===== src/rtl/sid_pkg.sv =====
// rtl/sid_pkg.sv - SID register map addresses, voice layout and bus FSM types
package sid_pkg;

  localparam logic [4:0] REG_V1_FREQ_LO = 5'h00;
  localparam logic [4:0] REG_V1_FREQ_HI = 5'h01;
  localparam logic [4:0] REG_V1_PW_LO   = 5'h02;
  localparam logic [4:0] REG_V1_PW_HI   = 5'h03;
  localparam logic [4:0] REG_V1_CONTROL = 5'h04;
  localparam logic [4:0] REG_V1_AD      = 5'h05;
  localparam logic [4:0] REG_V1_SR      = 5'h06;
  localparam logic [4:0] REG_FC_LO      = 5'h15;
  localparam logic [4:0] REG_FC_HI      = 5'h16;
  localparam logic [4:0] REG_RES_FILT   = 5'h17;
  localparam logic [4:0] REG_MODE_VOL   = 5'h18;
  localparam logic [4:0] REG_POTX       = 5'h19;
  localparam logic [4:0] REG_POTY       = 5'h1A;
  localparam logic [4:0] REG_OSC3       = 5'h1B;
  localparam logic [4:0] REG_ENV3       = 5'h1C;

  localparam int VOICE_STRIDE = 7;
  localparam int NUM_VOICES   = 3;
  localparam int NUM_FILT     = 4;

  typedef struct packed {
    logic [15:0] freq;
    logic [11:0] pw;
    logic [7:0]  control;
    logic [7:0]  ad;
    logic [7:0]  sr;
  } voice_regs_t;

  localparam logic [1:0] ST_IDLE   = 2'd0;
  localparam logic [1:0] ST_ACCESS = 2'd1;
  localparam logic [1:0] ST_COMMIT = 2'd2;

  typedef enum logic [1:0] {
    IDLE   = ST_IDLE,
    ACCESS = ST_ACCESS,
    COMMIT = ST_COMMIT
  } bus_state_e;

  // Only the low nibble of PW_HI is stored; the pulse width is 12 bits.
  function automatic voice_regs_t voice_write(voice_regs_t r, logic [2:0] off, logic [7:0] d);
    voice_regs_t n;
    n = r;
    case (off)
      3'(REG_V1_FREQ_LO): n.freq[7:0]  = d;
      3'(REG_V1_FREQ_HI): n.freq[15:8] = d;
      3'(REG_V1_PW_LO):   n.pw[7:0]    = d;
      3'(REG_V1_PW_HI):   n.pw[11:8]   = d[3:0];
      3'(REG_V1_CONTROL): n.control    = d;
      3'(REG_V1_AD):      n.ad         = d;
      3'(REG_V1_SR):      n.sr         = d;
      default:            n            = r;
    endcase
    return n;
  endfunction

endpackage


===== src/rtl/sid_bus_sync.sv =====
// rtl/sid_bus_sync.sv - multi-flop synchronizer for the async bus strobes
// valid rises once the chain has been refilled with real pin samples after reset.
module sid_bus_sync #(
  parameter int STAGES = 2,
  parameter int WIDTH  = 3
) (
  input  logic             clk,
  input  logic             rst,
  input  logic [WIDTH-1:0] d,
  output logic [WIDTH-1:0] q,
  output logic             valid
);

  logic [WIDTH-1:0]  chain [STAGES];
  logic [STAGES-1:0] fill;

  always_ff @(posedge clk or negedge rst) begin
    if (!rst) begin
      for (int i = 0; i < STAGES; i++) chain[i] <= '0;
      fill <= '0;
    end else begin
      chain[0] <= d;
      for (int i = 1; i < STAGES; i++) chain[i] <= chain[i-1];
      fill <= {fill[STAGES-2:0], 1'b1};
    end
  end

  assign q     = chain[STAGES-1];
  assign valid = fill[STAGES-1];

endmodule


===== src/rtl/sid_bus_regs.sv =====
// rtl/sid_bus_regs.sv - 6502-bus register front end for the SID voices and filter
// Optional readback decay latch: SID_READBACK_DECAY_EN.
module sid_bus_regs
  import sid_pkg::*;
#(
  parameter int SYNC_STAGES = 2
`ifdef SID_READBACK_DECAY_EN
  , parameter int DECAY_CYCLES = 1000000
`endif
) (
  input  logic                  clk,
  input  logic                  rst,
  input  logic                  phi2,
  input  logic                  cs_n,
  input  logic                  rw,
  input  logic [4:0]            addr,
  input  logic [7:0]            data_in,
  output logic [7:0]            data_out,
  output logic                  data_oe,
  output logic [2:0][15:0]      freq,
  output logic [2:0][11:0]      pw,
  output logic [2:0][7:0]       control,
  output logic [2:0][15:0]      adsr,
  output logic [2:0]            ctrl_wr_stb,
  output logic [3:0][7:0]       filt,
  input  logic [7:0]            osc3,
  input  logic [7:0]            env3,
  input  logic [7:0]            potx,
  input  logic [7:0]            poty
);

  logic [2:0] sync_q;
  logic       sync_valid;
  logic       s_phi2, s_cs_n, s_rw;

  sid_bus_sync #(.STAGES(SYNC_STAGES), .WIDTH(3)) u_sync (
    .clk   (clk),
    .rst   (rst),
    .d     ({phi2, cs_n, rw}),
    .q     (sync_q),
    .valid (sync_valid)
  );

  assign s_phi2 = sync_q[2];
  assign s_cs_n = sync_q[1];
  assign s_rw   = sync_q[0];

  bus_state_e state;
  logic       phi2_q, armed, rw_lat;
  logic [4:0] addr_q;
  logic [7:0] data_q;
  logic       phi2_rise, phi2_fall, commit_wr;

  // armed blocks a phi2 that was already high across reset from looking like a fresh rise.
  assign phi2_rise = armed & s_phi2 & ~phi2_q;
  assign phi2_fall = ~s_phi2 & phi2_q;
  assign commit_wr = (state == COMMIT) & ~rw_lat;

  always_ff @(posedge clk or negedge rst) begin
    if (!rst) begin
      state  <= IDLE;
      phi2_q <= 1'b0;
      armed  <= 1'b0;
      rw_lat <= 1'b0;
      addr_q <= '0;
      data_q <= '0;
    end else begin
      phi2_q <= s_phi2;
      armed  <= armed | (sync_valid & ~s_phi2);
      if (s_phi2) begin
        addr_q <= addr;
        data_q <= data_in;
      end
      if (state == ACCESS) rw_lat <= s_rw;
      case (state)
        IDLE:    if (phi2_rise && !s_cs_n) state <= ACCESS;
        ACCESS:  if (s_cs_n) state <= IDLE;
                 else if (phi2_fall) state <= COMMIT;
        COMMIT:  state <= IDLE;
        default: state <= IDLE;
      endcase
    end
  end

  logic [2:0]      voice_hit;
  logic [2:0][2:0] voice_off;
  logic [4:0]      vdiff [NUM_VOICES];
  logic [4:0]      fdiff;
  logic            filt_hit;
  logic [1:0]      filt_idx;

  // Out-of-range addresses wrap the 5-bit difference past the stride, so one compare suffices.
  always_comb begin
    voice_hit = '0;
    voice_off = '0;
    for (int v = 0; v < NUM_VOICES; v++) begin
      vdiff[v]     = addr_q - 5'(v * VOICE_STRIDE);
      voice_hit[v] = vdiff[v] < 5'(VOICE_STRIDE);
      voice_off[v] = vdiff[v][2:0];
    end
    fdiff    = addr_q - REG_FC_LO;
    filt_hit = fdiff < 5'(NUM_FILT);
    filt_idx = fdiff[1:0];
  end

  voice_regs_t [NUM_VOICES-1:0] voice;

  always_ff @(posedge clk or negedge rst) begin
    if (!rst) begin
      voice       <= '0;
      filt        <= '0;
      ctrl_wr_stb <= '0;
    end else begin
      ctrl_wr_stb <= '0;
      if (commit_wr) begin
        for (int v = 0; v < NUM_VOICES; v++) begin
          if (voice_hit[v]) voice[v] <= voice_write(voice[v], voice_off[v], data_q);
          ctrl_wr_stb[v] <= voice_hit[v] && (voice_off[v] == 3'(REG_V1_CONTROL));
        end
        if (filt_hit) filt[filt_idx] <= data_q;
      end
    end
  end

  always_comb begin
    for (int v = 0; v < NUM_VOICES; v++) begin
      freq[v]    = voice[v].freq;
      pw[v]      = voice[v].pw;
      control[v] = voice[v].control;
      adsr[v]    = {voice[v].ad, voice[v].sr};
    end
  end

  logic [7:0] rb_latch;

`ifdef SID_READBACK_DECAY_EN
  logic [31:0] decay_cnt;

  always_ff @(posedge clk or negedge rst) begin
    if (!rst) begin
      rb_latch  <= '0;
      decay_cnt <= '0;
    end else if (commit_wr) begin
      rb_latch  <= data_q;
      decay_cnt <= 32'(DECAY_CYCLES);
    end else if (decay_cnt != 32'd0) begin
      decay_cnt <= decay_cnt - 32'd1;
      if (decay_cnt == 32'd1) rb_latch <= '0;
    end
  end
`else
  assign rb_latch = 8'h00;
`endif

  logic [7:0] rd_mux;

  always_comb begin
    case (addr_q)
      REG_POTX: rd_mux = potx;
      REG_POTY: rd_mux = poty;
      REG_OSC3: rd_mux = osc3;
      REG_ENV3: rd_mux = env3;
      default:  rd_mux = rb_latch;
    endcase
  end

  always_ff @(posedge clk or negedge rst) begin
    if (!rst) data_out <= '0;
    else if (state == ACCESS && s_rw) data_out <= rd_mux;
  end

  assign data_oe = ((state == ACCESS) && s_rw) || ((state == COMMIT) && rw_lat);

endmodule


===== config.mk =====
export PLATFORM = sky130hd
export DESIGN_NAME = sid_bus_regs
export DESIGN_NICKNAME = d
export VERILOG_FILES = /design/src/rtl/sid_pkg.sv /design/src/rtl/sid_bus_sync.sv /design/src/rtl/sid_bus_regs.sv
export SDC_FILE = /design/constraint.sdc
export NUM_CORES = 1
export LEC_CHECK = 0
export BUFFER_PORTS_ARGS = -buffer_cell sky130_fd_sc_hd__buf_4
export CAP_MARGIN = 25
export CORE_MARGIN = 5
export CORE_UTILIZATION = 49
export CTS_BUF_LIST = sky130_fd_sc_hd__clkbuf_4 sky130_fd_sc_hd__clkbuf_8
export DETAILED_ROUTE_END_ITERATION = 16
export PLACE_DENSITY = 0.78
export SYNTH_ARGS = -nofsm -noshare
export SYNTH_HDL_FRONTEND = slang
export SYNTH_HIERARCHICAL = 1
export SYNTH_SLANG_ARGS = --single-unit

===== constraint.sdc =====
create_clock -name clk -period 2.54 [get_ports clk]
set_clock_uncertainty 0.15 [all_clocks]
set_input_delay 0.127 -clock clk [delete_from_list [all_inputs] [get_ports clk]]
set_output_delay 0.127 -clock clk [all_outputs]
set_load 0.05 [all_outputs]

==> results of run 1 <==
## logic make-up after synthesis
logic type | after synthesis
adder cells (fa/ha/maj) | 11
other | 1
AND/OR/NAND/NOR | 84
flip-flops | 225
buffers and inverters | 45
multiplexers | 198
AO/OA/AOI/OAI | 33
XOR/XNOR | 5
## registers in the layout, indices dropped and copies added (netlist names)
| name | cells |
|---|---|
| control | 24 |
| armed | 1 |
| rw_lat | 1 |
| data_q | 8 |
| adsr | 48 |
| state | 2 |
| pw | 36 |
| addr_q | 5 |
| freq | 48 |
| ctrl_wr_stb | 3 |
| filt | 32 |
| u_sync/fill | 2 |
| data_out | 8 |
| u_sync/chain | 3 |
| phi2_q | 1 |
| u_sync/q | 3 |
## power breakdown
group	internal (mW)	leakage [nW]	total [mW]	switching, mW
Combinational	0.349	3.29	0.903	0.554
Sequential	3.67	3.08	3.83	0.158
Clock	1.78	0.397	3.17	1.39
## final timing paths
| path | startpoint | end | slack [ns] | depth (start not counted) |
|---|---|---|---|---|
| setup / recovery | addr_q[1]$_DFFE_PN0P_ | adsr[29]$_DFFE_PN0P_ | 0.04 | 6 |
| hold / removal | rst | ctrl_wr_stb[0]$_DFF_PN0_ | 0.06 | 2 |
| setup reg to reg | addr_q[1]$_DFFE_PN0P_ | adsr[29]$_DFFE_PN0P_ | 0.04 | 6 |
| hold reg to reg | u_sync/fill[0]$_DFF_PN0_ | u_sync/fill[1]$_DFF_PN0_ | 0.20 | 0 |
| max in group asynchronous | rst | freq[14]$_DFFE_PN0P_ | 1.40 | 3 |
| min in group clk | rw | u_sync/chain[3]$_DFF_PN0_ | 0.13 | 2 |
## worst max-delay path, stage by stage (launching register included)
cell     delay (ns)
dfrtp_2        0.45
ha_1           0.22
buf_4          0.17
a21oi_1        0.36
xnor2_4        0.26
nand3_2        0.37
mux2_2         0.39
## cell type report
cell class / instances / area, sq um
Timing Repair Buffer: 328 / 2700
Sequential cell: 225 / 5630
Tap cell: 234 / 293
Clock inverter: 7 / 43.8
Clock buffer: 56 / 708
Multi-Input combinational cell: 332 / 3370
Inverter: 6 / 22.5
Fill cell: 1256 / 5750
## what timing repair did
action,CTS,global route
gates resized for setup,1,11
hold endpoints to repair,226,0
pin swaps,4,3
setup buffers,4,2
endpoints found under the setup margin,46,113
gates cloned,0,0
hold buffers,49,0
## routing by layer
| metal | part of all wire | vias to the layer above | global-route usage |
|---|---|---|---|
| met3 | 0.062 | 55 | 0.0646 |
| met2 | 0.52 | 236 | 0.439 |
| met4 | 0.025 | 0 | 0.0880 |
| met5 | 0 | - | 0 |
| met1 | 0.39 | 3315 | 0.305 |
| li1 | - | 2801 | - |
## stage by stage
step	worst slack, ns	std cells	TNS, ns
floorplan	0.170	602	0
global placement	0.0822	1067	0
detailed placement	-0.0496	1068	-0.868
CTS	-0.0366	1184	-0.253
global route	-0.0498	1188	-1.30
finish	0.0354	1188	0
## synth_stat cells, drive strengths merged
master	n
a211o	1
a211oi	4
a21bo	1
a21o	1
a21oi	3
a222oi	8
a22o	8
a41oi	1
and2	4
and4	1
and4b	3
buf	15
clkbuf	24
conb	1
dfrtp	225
ha	11
inv	6
mux2	198
nand2	34
nand2b	4
nand3	10
nand3b	2
nand4	5
nor2	3
nor2b	1
nor3	3
nor3b	4
nor4	3
o21ai	6
or3	2
or3b	1
or4	4
xnor2	2
xor2	3
==> results.md, run 1 <==
* Max-slew violations at 0
* Total CTS buffers at 38
* Post-route DRC at 0
* CP Data Arrival Time at 2.75 ns
* Initial DRC Count at 294
* Antenna Nets Post-Route at 0
* Largest net degree at the start of global routing at 82
* Synthesis-stage register bit count at between 200 and 250
* Cells after synthesis at approximately 600
* Die H at approximately 150 um
* Via density at approximately 5.4
* Relative slew slack at 0.300
* First-pass GRT wire length at about 43000 um
* Yosys top cell area share at 0.617
* Warnings, synthesis at 6
* Post-Synth Simple-Gate Area at 0.0614
* Max cap viols at 0
* Core area at between 15000 and 20000 sq um
* RSZ-0062 raised after global routing: yes
* Register area share after synthesis at 0.617
* GR Overflow Total at 0
* RD Place Congestion at approximately 0.92
* Mux cell area share after synthesis at 0.244
* DIE AREA at roughly 21000 sq um
* Clock Latency Late Sink at 0.52 ns
* Post-route design area at 12800 sq um
* Clock Path Buffers at 3
* Number of core rows at 50
* Final hold violation count at 0
* Tmin final at 2.50 ns
* Compound-Gate Fraction of Synth Area at 0.0340
* Leak Pwr at approximately 6.8 nW
* Htree depth at 2
* WS Path Type: flip-flop to flip-flop
* Drt first pass iters at 4
* Area grow syn2layout at 39.9%
* Layout cell share with drive strength beyond 1 at 0.599
* Top-Level Pins at 250
* Vias at about 6400
* Largest cells by area after synthesis: dfrtp_1 62%, mux2_2 24%, ha_1 1.5%, nand2_1 1.2%, clkbuf_1 0.99%
* Antenna cells at 0
* Final wirelength at between 20000 and 30000 um
* Crit Path Max Fanout at 8
* Final setup vio count at 0
* Commonest non-fill, non-tap cell in the layout: buf_4
* Die W at 146 um
* DP HPWL at between 15000 and 20000 um
* PortBufs at ~250
* Vias in the first global route at 7362
* Synthesized cell area at roughly 9100 sq um
* Outcome: completed
* CTS tree: done
* PD cells at just over 600 nW/um^2
* Xor/xnor share of the synthesized area at 0.00644
* Slew @ Worst Pin at between 1 and 1.5 ns
* Post-synth top area cell: dfrtp_1
* CTS Sinks at 225
* Total power draw at roughly 7.9 mW
* Worst vdd ir at approximately 440 uV
* Synth cell types at 44
* Routed wire per std cell at approximately 23 um
* Max Fclk at between 0.3 and 0.4 GHz
* Syn_nets at ~660
* WP data required at ~2.8 ns
* Most frequent cells in the layout: 271 x buf_4, 224 x dfrtp_1, 198 x mux2_2, 49 x dlygate4sd3_1, 46 x clkbuf_8
* GRT Util Overall at 0.252
* Root buf cell: clkbuf_8
* Final core occ at 0.690
* Area after DPL at 11300 sq um
* Min-Delay Path Class: input port to asynchronous set/reset pin
* CP endpoint kind: flip-flop
* Worst Hold Slack at between 0.05 and 0.06 ns
* Worst-path clk slew at ~0.06 ns
* Initial Util at 0.493
* Worst Setup Start Kind: flip-flop
* Largest family of logic cells by synthesized area: multiplexers
* Initial antenna violation count at 0
* Adder-Cell Fraction of Synth Area at 0.0151
* Final nets at a little under 1000
* Avg Cell Area, Syn at 15.2 sq um
* Tcrit/Tclk final at 0.986
(Power assumes the default switching activity.)
==> run 2, diff against run 1 <==
--- a/config.mk
+++ b/config.mk
@@ -6,7 +6,7 @@
 export NUM_CORES = 1
 export LEC_CHECK = 0
 export BUFFER_PORTS_ARGS = -buffer_cell sky130_fd_sc_hd__buf_4
-export CAP_MARGIN = 25
+export CAP_MARGIN = 20
 export CORE_MARGIN = 5
 export CORE_UTILIZATION = 49
 export CTS_BUF_LIST = sky130_fd_sc_hd__clkbuf_4 sky130_fd_sc_hd__clkbuf_8
==> constraint.sdc (replaced) <==
create_clock -name clk -period 2.3 [get_ports clk]
set_clock_uncertainty 0.15 [all_clocks]
set_input_delay 0.115 -clock clk [delete_from_list [all_inputs] [get_ports clk]]
set_output_delay 0.115 -clock clk [all_outputs]
set_load 0.05 [all_outputs]
==> run 2 against run 1 <==
Core utilization grew 1.6 points. Cell count grew 1.7%. Global-route usage grew 0.45 points. Sequential share of layout area shrank 0.97 points. First-iteration DRC count grew 4.8%. Die area is the same.
==> results.md, run 2 (same netlist as run 1, synthesis figures left out) <==
* RD Place Congestion at 0.877 (-5.0%)
* Htree depth at 2 (unchanged)
* Relative slew slack at 0.238 (-0.0625)
* GR Overflow Total at 0 (unchanged)
* Die H at 146 um (unchanged)
* Max cap viols at 0 (unchanged)
* Initial Util at 0.493 (unchanged)
* Crit-path cells: ha_2 > buf_4 > a211o_1 > nor2_1 > buf_4 > nand3_4 > mux2_2
* Total negative slack at 0 ns (unchanged)
* Vias in the first global route at 7450 (+1.2%)
* Clock Latency Late Sink at 0.51 ns (about the same)
* Crit-path max cell delay at 0.45 ns (about the same)
* PortBufs at 249 (unchanged)
* RSZ-0062 raised after global routing: yes
* Total CTS buffers at 39 (+2.6%)
* Max-slew violations at 0 (unchanged)
* Post-route DRC at 0 (unchanged)
* Finished Layout Cells at 1208 (+1.7%)
* Worst-path clk slew at 0.06 ns (about the same)
* Top delay family on crit path: flip-flops
* Met3 usage at 0.0698 (+0.00528)
* Antenna cells at 0 (unchanged)
* Combinational power share at 0.128 (+0.014)
* Final core occ at 0.705 (+0.0156)
* Routed wire per std cell at 22.9 um (+1.4%)
* M1 GR Usage at 0.308 (+0.00313)
* Top-Level Pins at 250 (unchanged)
* Top Usage Layer GRT: met2
* Worst vdd ir at 501 uV (+15%)
* Final wirelength at 27600 um (+3.1%)
* First-pass GRT wire length at 43500 um (+1.8%)
* Clock Path Buffers at 3 (unchanged)
* CP Data Arrival Time at 2.52 ns (-0.23 ns)
* Antenna Nets Post-Route at 0 (unchanged)
* WS Path Type: flip-flop to flip-flop
* Largest net degree at the start of global routing at 77 (-6.1%)
* Commonest non-fill, non-tap cell in the layout: buf_4
* Tmin final at 2.29 ns (-0.213 ns)
* DP HPWL at 18500 um (+0.85%)
* Vias at 6517 (+1.7%)
* Cell mode on critical path: buf_4
* Final nets at 1018 (+2.6%)
* Tcrit/Tclk final at 0.996 (+0.0102)
* Final setup vio count at 0 (unchanged)
* Crit Path Max Fanout at 8 (unchanged)
* Total power draw at 8.77 mW (+11%)
* Final hold violation count at 0 (unchanged)
* Critical Path Slowest Stage Cell: dfrtp_2
* DIE AREA at 21500 sq um (unchanged)
* Sw Share at 0.261 (-0.00466)
* Worst Setup Start Kind: flip-flop
* PD cells at 671 nW/um^2 (+8.4%)
* Drt first pass iters at 5 (+1)
* Outcome: completed
* Slew @ Worst Pin at 1.14 ns (+0.0938 ns)
* CTS tree: done
* Leak Pwr at 6.91 nW (+2.2%)
* Layout cell share with drive strength beyond 1 at 0.625 (+0.0267)
* Min-Delay Path Class: input port to asynchronous set/reset pin
* CTS Sinks at 225 (unchanged)
* Reg power frac at 0.481 (-0.004)
* Core area at 18500 sq um (unchanged)
* Initial DRC Count at 308 (+4.8%)
* WP data required at 2.53 ns (-0.25 ns)
* GRT Util Overall at 0.257 (+0.00449)
* Initial antenna violation count at 0 (unchanged)
* Root buf cell: clkbuf_8
* Area grow syn2layout at 43.1%
* Buf/Inv on CP at 2 (+1)
* Clock power frac at 0.391 (-0.010)
* Most frequent cells in the layout: 289 x buf_4, 223 x dfrtp_1, 193 x mux2_2, 49 x dlygate4sd3_1, 46 x clkbuf_8
* Placed Cells at 1088 (+1.9%)
* Via density at 5.39 (about the same)
* CP endpoint kind: flip-flop
* Max Fclk at 0.436 GHz (+9.3%)
* Global routing met2 resource utilization at 0.445 (+0.00533)
* Int Pwr at 6.48 mW (+12%)
* Number of core rows at 50 (unchanged)
* Die W at 146 um (unchanged)
* Switching Power at 2.29 mW (+9.0%)
==> run 2: worst paths after layout <==
| check | startpoint | depth (start not counted) | endpoint | slack (ns) |
|---|---|---|---|---|
| worst max-delay path | addr_q[1]$_DFFE_PN0P_ | 7 | adsr[4]$_DFFE_PN0P_ | 0.009 |
| worst min-delay path | rst | 2 | adsr[7]$_DFFE_PN0P_ | 0.03 |
| worst max register to register | addr_q[1]$_DFFE_PN0P_ | 7 | adsr[4]$_DFFE_PN0P_ | 0.009 |
| worst min register to register | u_sync/chain[4]$_DFF_PN0_ | 0 | u_sync/q[1]$_DFF_PN0_ | 0.20 |
| max in group asynchronous | rst | 3 | control[2]$_DFFE_PN0P_ | 1.24 |
| min in group clk | phi2 | 2 | u_sync/chain[5]$_DFF_PN0_ | 0.11 |
==> run 2: through the flow <==
| step | hold WS (ns) | instance area (sq um) | setup slack (ns) |
|---|---|---|---|
| 2_1_floorplan | -0.331 | 9130 | 0.00733 |
| 3_5_place_dp | -0.0223 | 11500 | -0.196 |
| 5_1_grt | 0.0576 | 13100 | -0.0572 |
| 4_1_cts | 0.0312 | 12800 | -0.00927 |
| 6_report | 0.0301 | 13100 | 0.00865 |
| 3_3_place_gp | -0.0333 | 11500 | -0.163 |
==> run 2: power by group through the flow <==
stage / Sequential [mW] / Clock, mW / Combinational, mW
after floorplan: 4.41 / 0 / 0.335
after global placement: 4.27 / 0 / 0.902
after detailed placement: 4.28 / 0 / 0.926
after CTS: 4.21 / 3.52 / 1.04
after global routing: 4.23 / 3.72 / 1.19
final: 4.22 / 3.43 / 1.12
==> run 2: routing by layer <==
metal | up-vias | part of all wire | wire [um]
li1 | 2860 | - | -
met1 | 3350 | 0.38 | 10500
met2 | 252 | 0.53 | 14500
met3 | 55 | 0.065 | 1810
met4 | 0 | 0.029 | 807
met5 | - | 0 | 0
==> run 2: what timing repair did <==
item,in CTS,in global routing
endpoints found under the setup margin,106,188
hold buffers,49,0
setup buffers,4,8
gates cloned,0,1
pin swaps,3,8
resized for setup,20,33
endpoints found under the hold margin,249,0
==> run 2: layout make-up <==
type                    instances  area (sq um)
clock buffers                  58           723
repair buffers                352          2870
inverters                       6          25.0
fillers                      1207          5460
well taps                     234           293
flip-flops and latches        225          5630
multi-input cells             333          3520
